<file path="src/rtl/tt_sweep_ctrl_pkg.sv">
// Shared definitions for the truth-table sweep controller: FSM states,
// vector count and the index/counter widths derived from it.
package tt_sweep_ctrl_pkg;

  // Number of input vectors swept (four DUT inputs).
  localparam int N_VEC = 16;

  // Width of the vector index / drive bus.
  localparam int IDX_W = 4;

  // Mismatch counter must be able to hold N_VEC itself, not just N_VEC-1.
  localparam int CNT_W = 5;

  // Width of the settle-cycle counter (SETTLE is at most 15).
  localparam int TMR_W = 4;

  // Last vector index; the sweep ends after sampling it.
  localparam logic [IDX_W-1:0] LAST_IDX = IDX_W'(N_VEC - 1);

  typedef enum logic [1:0] {
    ST_IDLE   = 2'd0,
    ST_SETTLE = 2'd1,
    ST_SAMPLE = 2'd2,
    ST_DONE   = 2'd3
  } state_t;

  // True for the states in which a sweep is actively driving vectors.
  function automatic logic is_busy_state(input state_t st);
    return (st == ST_SETTLE) || (st == ST_SAMPLE);
  endfunction

endpackage

</file>
<file path="src/rtl/tt_sweep_ctrl_settle.sv">
// Settle timer: counts the cycles a vector is held before it is sampled.
// load arms it for SETTLE cycles; expire is high in the last of them.
module tt_settle_timer
  import tt_sweep_ctrl_pkg::*;
#(
  parameter int SETTLE = 2
) (
  input  logic clk,
  input  logic rst,
  input  logic load,
  input  logic count,
  output logic expire
);

  // Loading SETTLE-1 makes the count reach zero on the SETTLE-th cycle.
  localparam logic [TMR_W-1:0] RELOAD = TMR_W'(SETTLE - 1);

  logic [TMR_W-1:0] cnt_q;
  logic [TMR_W-1:0] cnt_d;

  // Next count: reload has priority, otherwise decrement down to zero.
  always_comb begin
    cnt_d = cnt_q;
    if (load) begin
      cnt_d = RELOAD;
    end else if (count && (cnt_q != '0)) begin
      cnt_d = cnt_q - TMR_W'(1);
    end
  end

  // Counter register with synchronous reset.
  always_ff @(posedge clk) begin
    if (rst) begin
      cnt_q <= '0;
    end else begin
      cnt_q <= cnt_d;
    end
  end

  assign expire = (cnt_q == '0);

endmodule

</file>
<file path="src/rtl/tt_sweep_ctrl.sv">
// Truth-table sweep controller: drives all 16 input vectors into an external
// combinational DUT, samples y_in for each after a settle period, and compares
// the captured table against a latched expected minterm mask.
// The captured table port is named truth_table because "table" is a reserved
// word in SystemVerilog.
module tt_sweep_ctrl
  import tt_sweep_ctrl_pkg::*;
#(
  parameter int SETTLE = 2
) (
  input  logic             clk,
  input  logic             rst,
  input  logic             start,
  input  logic [15:0]      expected,
  output logic [3:0]       drive,
  input  logic             y_in,
  output logic             busy,
  output logic             done,
  output logic [15:0]      truth_table,
  output logic [4:0]       mismatch_count,
  output logic [3:0]       first_fail,
  output logic             pass
);

  state_t             state_q, state_d;
  logic [IDX_W-1:0]   idx_q, idx_d;
  logic [N_VEC-1:0]   exp_q, exp_d;
  logic [N_VEC-1:0]   tbl_q, tbl_d;
  logic [CNT_W-1:0]   mm_q, mm_d;
  logic [IDX_W-1:0]   ff_q, ff_d;
  logic               pass_q, pass_d;
  logic               done_q, done_d;
  logic               busy_q, busy_d;

  logic               tmr_load;
  logic               tmr_count;
  logic               tmr_expire;
  logic               miss;

  tt_settle_timer #(
    .SETTLE (SETTLE)
  ) u_settle (
    .clk    (clk),
    .rst    (rst),
    .load   (tmr_load),
    .count  (tmr_count),
    .expire (tmr_expire)
  );

  // Current sample disagrees with the latched expectation for this vector.
  assign miss = (y_in != exp_q[idx_q]);

  // Next-state and datapath updates; every register holds unless its state acts.
  always_comb begin
    state_d   = state_q;
    idx_d     = idx_q;
    exp_d     = exp_q;
    tbl_d     = tbl_q;
    mm_d      = mm_q;
    ff_d      = ff_q;
    pass_d    = pass_q;
    done_d    = 1'b0;
    tmr_load  = 1'b0;
    tmr_count = 1'b0;

    case (state_q)
      ST_IDLE: begin
        if (start) begin
          exp_d    = expected;
          tbl_d    = '0;
          mm_d     = '0;
          ff_d     = '0;
          pass_d   = 1'b0;
          idx_d    = '0;
          tmr_load = 1'b1;
          state_d  = ST_SETTLE;
        end
      end

      ST_SETTLE: begin
        if (tmr_expire) begin
          state_d = ST_SAMPLE;
        end else begin
          tmr_count = 1'b1;
        end
      end

      ST_SAMPLE: begin
        tbl_d[idx_q] = y_in;
        if (miss) begin
          mm_d = mm_q + CNT_W'(1);
          if (mm_q == '0) begin
            ff_d = idx_q;
          end
        end
        if (idx_q == LAST_IDX) begin
          // pass and done become visible together in the DONE cycle.
          state_d = ST_DONE;
          done_d  = 1'b1;
          pass_d  = (mm_d == '0);
        end else begin
          idx_d    = idx_q + IDX_W'(1);
          tmr_load = 1'b1;
          state_d  = ST_SETTLE;
        end
      end

      ST_DONE: begin
        state_d = ST_IDLE;
      end

      default: begin
        state_d = ST_IDLE;
      end
    endcase

    busy_d = is_busy_state(state_d);
  end

  // State and output registers; all outputs come straight from flops.
  always_ff @(posedge clk) begin
    if (rst) begin
      state_q <= ST_IDLE;
      idx_q   <= '0;
      exp_q   <= '0;
      tbl_q   <= '0;
      mm_q    <= '0;
      ff_q    <= '0;
      pass_q  <= 1'b0;
      done_q  <= 1'b0;
      busy_q  <= 1'b0;
    end else begin
      state_q <= state_d;
      idx_q   <= idx_d;
      exp_q   <= exp_d;
      tbl_q   <= tbl_d;
      mm_q    <= mm_d;
      ff_q    <= ff_d;
      pass_q  <= pass_d;
      done_q  <= done_d;
      busy_q  <= busy_d;
    end
  end

  assign drive          = idx_q;
  assign busy           = busy_q;
  assign done           = done_q;
  assign truth_table    = tbl_q;
  assign mismatch_count = mm_q;
  assign first_fail     = ff_q;
  assign pass           = pass_q;

endmodule

</file>
<file path="config.mk">
export PLATFORM = sky130hd
export DESIGN_NAME = tt_sweep_ctrl
export DESIGN_NICKNAME = d
export VERILOG_FILES = /design/src/rtl/tt_sweep_ctrl_pkg.sv /design/src/rtl/tt_sweep_ctrl_settle.sv /design/src/rtl/tt_sweep_ctrl.sv
export SDC_FILE = /design/constraint.sdc
export NUM_CORES = 1
export LEC_CHECK = 0
export BUFFER_PORTS_ARGS = -buffer_cell sky130_fd_sc_hd__clkbuf_2
export CAP_MARGIN = 10
export CORE_MARGIN = 2
export CORE_UTILIZATION = 30
export DETAILED_ROUTE_END_ITERATION = 12
export GPL_ROUTABILITY_DRIVEN = 0
export PLACE_DENSITY_LB_ADDON = 0.05
export SLEW_MARGIN = 20
export SYNTH_ARGS = -nofsm -noshare
export SYNTH_HDL_FRONTEND = slang
export SYNTH_SLANG_ARGS = --single-unit
</file>
<file path="constraint.sdc">
create_clock -name clk -period 3.1 [get_ports clk]
set_input_delay 0.155 -clock clk [delete_from_list [all_inputs] [get_ports clk]]
set_output_delay 0.155 -clock clk [all_outputs]
set_load 0.05 [all_outputs]
</file>
; ---- Word-level counts from Yosys, hierarchy flattened
; Index checks and enable logic that the tools add are counted.
[word_totals]
regBits = 54
inputBits = 20
out_inout_bits = 32
word_cells = 78
[classes]
n_addsub = 3
order_cmp = 2
n_eq_ne = 12
mux = 32
n_bitwise = 1
reduce_logical = 17
[ops]
columns = operator, count
row1 = $pmux W16 S2, 1
row2 = $bwmux W16, 1
row3 = $mux W16, 1
row4 = $mux W4, 4
row5 = $pmux W4 S2, 2
row6 = $mux W5, 3
row7 = $mux W1, 11
row8 = $logic_not A5 Y1, 2
row9 = $ne A2 B2 Y1 const B, 5
row10 = $pmux W5 S2, 1
row11 = $pmux W2 S4, 1
row12 = $eq A2 B2 Y1 const B, 3
row13 = $mux W2, 3
row14 = $reduce_and A3 Y1, 2
row15 = $add A5 B1 Y5 const B, 1
row16 = $lt A4 B5 Y1 const B, 1
row17 = $add A4 B1 Y4 const B, 1
row18 = $bmux W1 S4, 1
row19 = $demux W1 S4, 1
row20 = $eq A2 B1 Y1 const B, 2
row21 = $eq A4 B4 Y1 const B, 1
row22 = $ge A4 B1 Y1 const B, 1
row23 = $logic_not A4 Y1, 1
row24 = $pmux W1 S2, 2
row25 = 11 further kinds, 15

; ---- Depth between registers and ports, before layout
[logic_depth]
word_depth = 8
mapped_depth = 8
mapped_depth_nobuf = 7

; ---- By module
; A second synthesis with hierarchy kept.
[hier_totals]
hier_cells = 323
area_unflattened_um2 = 2613.8
[by_module_without_submodules]
columns = module, n_inst, cells_each, area_per_inst_um2, seq_area_each_um2
row1 = tt_sweep_ctrl, 1, 299, 2401.1, 1001.0
row2 = tt_settle_timer, 1, 24, 212.7, 80.1

; ---- Worst setup path before layout
; OpenSTA, ideal clock, no wires.
[synth_timing]
path_kind = register to register
start = register idx_q[0] (netlist: drive[0])
end = register ff_q[1] (netlist: first_fail[1])
setup_time_ns = 0.062
arrival_time_ns = 2.554
required_ns = 3.038
setup_slack_ns = 0.484
path_stages_with_launch = 9
n_path_buf = 2
period_less_slack_ns = 2.616
cell_sequence = dfxtp_1 > buf_6 > mux2i_1 > mux4_2 > and3b_4 > or3_1 > buf_6 > a211oi_4 > a32o_2
[synth_via]
elab_chain_cells = 5
[synth_lines]
columns = element, line_no
row1 = start: declaration, tt_sweep_ctrl.sv:26  ; logic [IDX_W-1:0] idx_q, idx_d;
row2 = start signal: assignment, tt_sweep_ctrl.sv:134  ; idx_q <= idx_d;
row3 = $bmux W1 S4, tt_sweep_ctrl.sv:51  ; assign miss = (y_in != exp_q[idx_q]);
row4 = $mux W1 (implied by the code), tt_sweep_ctrl.sv:51
row5 = $ne A1 B1 Y1, tt_sweep_ctrl.sv:51
row6 = $ne A2 B2 Y1 (no line), -
row7 = $reduce_and A4 Y1 (no line), -
row8 = end signal: assignment, tt_sweep_ctrl.sv:128  ; ff_q <= '0;
row9 = end signal: assignment, tt_sweep_ctrl.sv:138  ; ff_q <= ff_d;
row10 = end: declaration, tt_sweep_ctrl.sv:30  ; logic [IDX_W-1:0] ff_q, ff_d;
; No other way between the ends. The select of a mux whose other input is x is not followed.
; A chain may end at the register's enable or synchronous reset.

; ---- Worst setup path after layout
[layout_timing]
start = register idx_q[2] (netlist: drive[2])
end = register ff_q[0] (netlist: first_fail[0])
; The elaborated chain is that of the path after synthesis.

==> report_table.html <==
<table>
<tr><th>Metric</th><th>Value</th></tr>
<tr><th colspan="2">Synth</th></tr>
<tr><td>List of most frequent post-synthesis cells</td><td>62 x sky130_fd_sc_hd__nand2_1, 54 x sky130_fd_sc_hd__dfxtp_1, 52 x sky130_fd_sc_hd__a21oi_1</td></tr>
<tr><td>Count of state elements after synthesis</td><td>54</td></tr>
<tr><td>Cell area after technology mapping</td><td>2585 µm²</td></tr>
<tr><td>Cell type with the highest aggregate area in the netlist</td><td>sky130_fd_sc_hd__dfxtp_1</td></tr>
<tr><td>Number of warnings reported in the yosys synthesis log</td><td>0</td></tr>
<tr><td>Post-synth top area share</td><td>41.82%</td></tr>
<tr><td>Post-synthesis average cell area</td><td>8.339 µm²</td></tr>
<tr><td>Most numerous cell in the Yosys netlist</td><td>sky130_fd_sc_hd__nand2_1</td></tr>
<tr><td>Synth async-reset ratio</td><td>0%</td></tr>
<tr><td>Synth Net Count</td><td>337</td></tr>
<tr><td>Count of flip-flops with a built-in enable after synthesis</td><td>0</td></tr>
<tr><td>Post-synthesis share of cell area spent on full adders, half adders and majority gates</td><td>3.388%</td></tr>
<tr><td>Synth Area in Simple Gates</td><td>20.28%</td></tr>
<tr><td>Xor/xnor share of the synthesized area</td><td>2.033%</td></tr>
<tr><td>Fraction of synthesized area in multiplexers</td><td>6.147%</td></tr>
<tr><td>Dominant combinational cell family by area after synthesis</td><td>simple AND/OR/NAND/NOR gates</td></tr>
<tr><td>Synthesized instance count</td><td>310</td></tr>
<tr><td>Sequential fraction of the synthesis area</td><td>41.82%</td></tr>
<tr><td>Leading post-synthesis cells by cell area</td><td>sky130_fd_sc_hd__dfxtp_1 42%, sky130_fd_sc_hd__a21oi_1 10%, sky130_fd_sc_hd__nand2_1 9.0%, sky130_fd_sc_hd__mux2i_1 4.3%, sky130_fd_sc_hd__ha_1 3.4%</td></tr>
<tr><td>Yosys cell types</td><td>43</td></tr>
<tr><td>Complex-gate fraction of the synthesized area</td><td>20.14%</td></tr>
<tr><td>Most used flip-flop cell after synthesis</td><td>sky130_fd_sc_hd__dfxtp_1</td></tr>
<tr><th colspan="2">Routing</th></tr>
<tr><td>Router iterations before antenna repair</td><td>4</td></tr>
<tr><td>Routed WL</td><td>6.546 mm</td></tr>
<tr><td>Detail-routed via count per cell</td><td>4.896</td></tr>
<tr><td>DRC violation count after routing</td><td>0</td></tr>
<tr><td>Antenna violation net count after detailed routing</td><td>0</td></tr>
<tr><td>Average wire per cell in the routed design</td><td>14.23 µm</td></tr>
<tr><td>Initial drt markers</td><td>92</td></tr>
<tr><td>Total number of vias</td><td>2,252</td></tr>
<tr><th colspan="2">Die</th></tr>
<tr><td>Die W</td><td>96.83 µm</td></tr>
<tr><td>Placeable Area</td><td>8299 µm²</td></tr>
<tr><td>Overall die area</td><td>9375 µm²</td></tr>
<tr><td>Standard-cell row count</td><td>33</td></tr>
<tr><td>Initial standard-cell utilization of the core</td><td>31.15%</td></tr>
<tr><td>Top-level port count</td><td>52</td></tr>
<tr><td>Vertical die dimension</td><td>96.83 µm</td></tr>
<tr><th colspan="2">Finish</th></tr>
<tr><td>Antenna Diode Count</td><td>0</td></tr>
<tr><td>Layout filler cell count</td><td>914</td></tr>
<tr><td>Area Overhead vs Synth</td><td>15.63%</td></tr>
<tr><td>Total area of multi-input combinational cells</td><td>1344 µm²</td></tr>
<tr><td>Share of final-layout standard cells stronger than drive strength 1</td><td>21.97%</td></tr>
<tr><td>Share of the core filled with cells in the final layout</td><td>36.02%</td></tr>
<tr><td>Layout Nets</td><td>381</td></tr>
<tr><td>Register area</td><td>1081 µm²</td></tr>
<tr><th colspan="2">Critical path</th></tr>
<tr><td>Delay contributed by the slowest stage of the critical path</td><td>0.65 ns</td></tr>
<tr><td>Sort of element at the start of the critical path</td><td>register</td></tr>
<tr><td>Top Family by Delay on Critical Path</td><td>multiplexers</td></tr>
<tr><td>Count of cells along the worst register-to-register path</td><td>5</td></tr>
<tr><td>Type of the worst setup path</td><td>register to register</td></tr>
<tr><td>Highest net fanout along the worst path</td><td>11</td></tr>
<tr><td>Worst setup slack for register-to-register paths</td><td>0.69 ns</td></tr>
<tr><td>Type of destination of the critical path</td><td>register</td></tr>
<tr><td>Data arrival time of the critical path</td><td>2.66 ns</td></tr>
<tr><td>Worst setup endpoint</td><td>first_fail[0]</td></tr>
<tr><td>Endpoint of the most critical register-to-register path</td><td>first_fail[0]</td></tr>
<tr><td>Stages on the worst setup path</td><td>5</td></tr>
<tr><td>Worst path cell trace</td><td>mux4_1 &gt; mux2i_1 &gt; or3_1 &gt; a211oi_4 &gt; a32o_2</td></tr>
<tr><td>Worst Path Buf+Inv</td><td>0</td></tr>
<tr><td>Beginning of the worst register-to-register path</td><td>drive[2]</td></tr>
<tr><td>Slowest library cell on the worst path</td><td>sky130_fd_sc_hd__mux4_1</td></tr>
<tr><td>Data required time at the worst endpoint</td><td>3.35 ns</td></tr>
<tr><td>Critical Path Source</td><td>drive[2]</td></tr>
<tr><th colspan="2">Clocking</th></tr>
<tr><td>Post-CTS Hold Buffers</td><td>0</td></tr>
<tr><td>Clock Sinks</td><td>54</td></tr>
<tr><td>Deepest clock path buffer count</td><td>2</td></tr>
<tr><td>Post_cts resized</td><td>0</td></tr>
<tr><td>CTS tree</td><td>done</td></tr>
<tr><td>Worst-skew pair later-pin latency</td><td>0.31 ns</td></tr>
<tr><td>Clock root buffer master</td><td>sky130_fd_sc_hd__clkbuf_8</td></tr>
<tr><td>Level count of the clock H-tree</td><td>2</td></tr>
<tr><td>Reg clk slew, reported paths</td><td>0.09 ns</td></tr>
<tr><td>Number of buffers added for setup after CTS</td><td>0</td></tr>
<tr><td>Number of clock buffers inserted by TritonCTS</td><td>5</td></tr>
<tr><th colspan="2">Timing</th></tr>
<tr><td>Setup repair after global routing missed its margin</td><td>no</td></tr>
<tr><td>Worst setup margin</td><td>0.6879 ns</td></tr>
<tr><td>Minimum period implied by the final worst setup slack</td><td>2.412 ns</td></tr>
<tr><td>Count of final hold-check violations</td><td>0</td></tr>
<tr><td>Fin. max-slew vios</td><td>0</td></tr>
<tr><td>Skew final</td><td>0.01126 ns</td></tr>
<tr><td>Aggregate negative setup slack</td><td>0 ns</td></tr>
<tr><td>Count of endpoints failing setup in the final report</td><td>0</td></tr>
<tr><td>Headroom to the max-slew limit</td><td>47.39%</td></tr>
<tr><td>Slew at the pin closest to its max-slew limit</td><td>0.7892 ns</td></tr>
<tr><td>Share of the clock period used by the worst path</td><td>77.81%</td></tr>
<tr><td>F_max</td><td>414.6 MHz</td></tr>
<tr><th colspan="2">Placed design</th></tr>
<tr><td>Pre-CTS worst setup slack</td><td>0.7003 ns</td></tr>
<tr><td>Post-DP HPWL</td><td>4.612 mm</td></tr>
<tr><td># port buffers</td><td>51</td></tr>
<tr><th colspan="2">Power and ir drop</th></tr>
<tr><td>Lkg Pwr</td><td>1.209 nW</td></tr>
<tr><td>P per Cell Area</td><td>450.4 nW/µm²</td></tr>
<tr><td>Peak supply drop</td><td>0.0001672 V</td></tr>
<tr><th colspan="2">Global routing</th></tr>
<tr><td>Global-route congestion overflow total</td><td>0</td></tr>
<tr><td>Antenna violations before repair</td><td>0</td></tr>
<tr><td>Via count of the first global-routing pass</td><td>2,133</td></tr>
<tr><td>GRT Total Usage</td><td>14.23%</td></tr>
<tr><td>Maximum number of pins on one net before global-route repair</td><td>34</td></tr>
<tr><td>Wire length of the first global-routing pass</td><td>11.05 mm</td></tr>
<tr><th colspan="2">Status</th></tr>
<tr><td>Outcome</td><td>completed</td></tr>
<tr><th colspan="2">Min path</th></tr>
<tr><td>Worst min path class</td><td>primary input to register</td></tr>
<tr><th colspan="2">Job</th></tr>
<tr><td>Max cap viols</td><td>0</td></tr>
</table>
## stage by stage
step | total power [mW] | area, µm² | cells | hold WS (ns)
floorplan | 0.8953 | 2585 | 310 | 0.2910
global placement | 0.9546 | 2898 | 452 | 0.3775
detailed placement | 0.9547 | 2898 | 452 | 0.3849
CTS | 1.378 | 2989 | 460 | 0.05118
global route | 1.435 | 2989 | 460 | 0.05740
finish | 1.346 | 2989 | 460 | 0.06509
## cell families after synthesis
logic type,Yosys count
AOI/OAI and AO/OA,87
muxes,13
xor gates and xnor gates,6
DFF,54
adders and majority gates,7
and+or+nand+nor,114
buffers and inverters,29
## flip-flops by register name, summed over array words and instances, names as in the netlist
| signal | cells |
|---|---|
| busy | 1 |
| done | 1 |
| drive | 4 |
| exp_q | 16 |
| first_fail | 4 |
| mismatch_count | 5 |
| pass | 1 |
| state_q | 2 |
| truth_table | 16 |
| u_settle.cnt_q | 4 |
## worst reg2reg max path: stages (launching register included)
cell                       delay [ns]
sky130_fd_sc_hd__dfxtp_1         0.60
sky130_fd_sc_hd__mux4_1          0.65
sky130_fd_sc_hd__mux2i_1         0.18
sky130_fd_sc_hd__or3_1           0.47
sky130_fd_sc_hd__a211oi_4        0.31
sky130_fd_sc_hd__a32o_2          0.16
## layout make-up
type	instances	share of cell area (%)
Inverter	7	0.8790
Timing Repair Buffer	59	10.55
Multi-Input combinational cell	227	44.96
Sequential cell	54	36.17
Clock buffer	7	2.888
Clock inverter	1	0.1674
Tap cell	105	4.395
## cells in the final DEF (no fill, tap or decap), types with 2 or more instances in the layout
cell type / instances
sky130_fd_sc_hd__buf_4: 8
sky130_fd_sc_hd__clkbuf_8: 6
sky130_fd_sc_hd__or3_1: 2
sky130_fd_sc_hd__a21oi_1: 52
sky130_fd_sc_hd__nor3_1: 8
sky130_fd_sc_hd__ha_1: 7
sky130_fd_sc_hd__nor2b_1: 5
sky130_fd_sc_hd__nor2_1: 11
sky130_fd_sc_hd__a32o_2: 4
sky130_fd_sc_hd__and3_1: 5
sky130_fd_sc_hd__xnor2_1: 2
sky130_fd_sc_hd__mux2i_1: 11
sky130_fd_sc_hd__xor2_1: 4
sky130_fd_sc_hd__nand4_1: 3
sky130_fd_sc_hd__inv_1: 7
sky130_fd_sc_hd__nand3_1: 10
sky130_fd_sc_hd__nand2_1: 62
sky130_fd_sc_hd__a31oi_1: 4
sky130_fd_sc_hd__clkbuf_2: 51
sky130_fd_sc_hd__dfxtp_1: 54
sky130_fd_sc_hd__a311oi_1: 2
sky130_fd_sc_hd__o21ai_0: 16
## per-layer routing
layer | wire length [µm] | global-route usage [%]
met4 | 62 | 3.250
met2 | 2960 | 22.22
met3 | 235 | 2.818
met5 | 0 | 0
met1 | 3288 | 20.28
## where the power goes
part           switching [mW]  leakage [nW]  internal [mW]
Sequential             0.0153         0.439          0.720
Clock                   0.230        0.0482          0.181
Combinational           0.128         0.722         0.0718
Total                   0.374          1.21          0.972
## how the worst min path moves through the flow
stage | from | endpoint | slack, ns | cells after the start
3_5_place_dp | expected[6] | exp_q[6] | 0.38 | 3
4_1_cts | expected[6] | exp_q[6] | 0.05 | 3
3_3_place_gp | expected[11] | exp_q[11] | 0.38 | 3
5_1_grt | expected[3] | exp_q[3] | 0.06 | 3
2_1_floorplan | expected[0] | exp_q[0] | 0.29 | 2
6_report | expected[9] | exp_q[9] | 0.07 | 3
No activity file was read; power rests on OpenSTA's default activity.
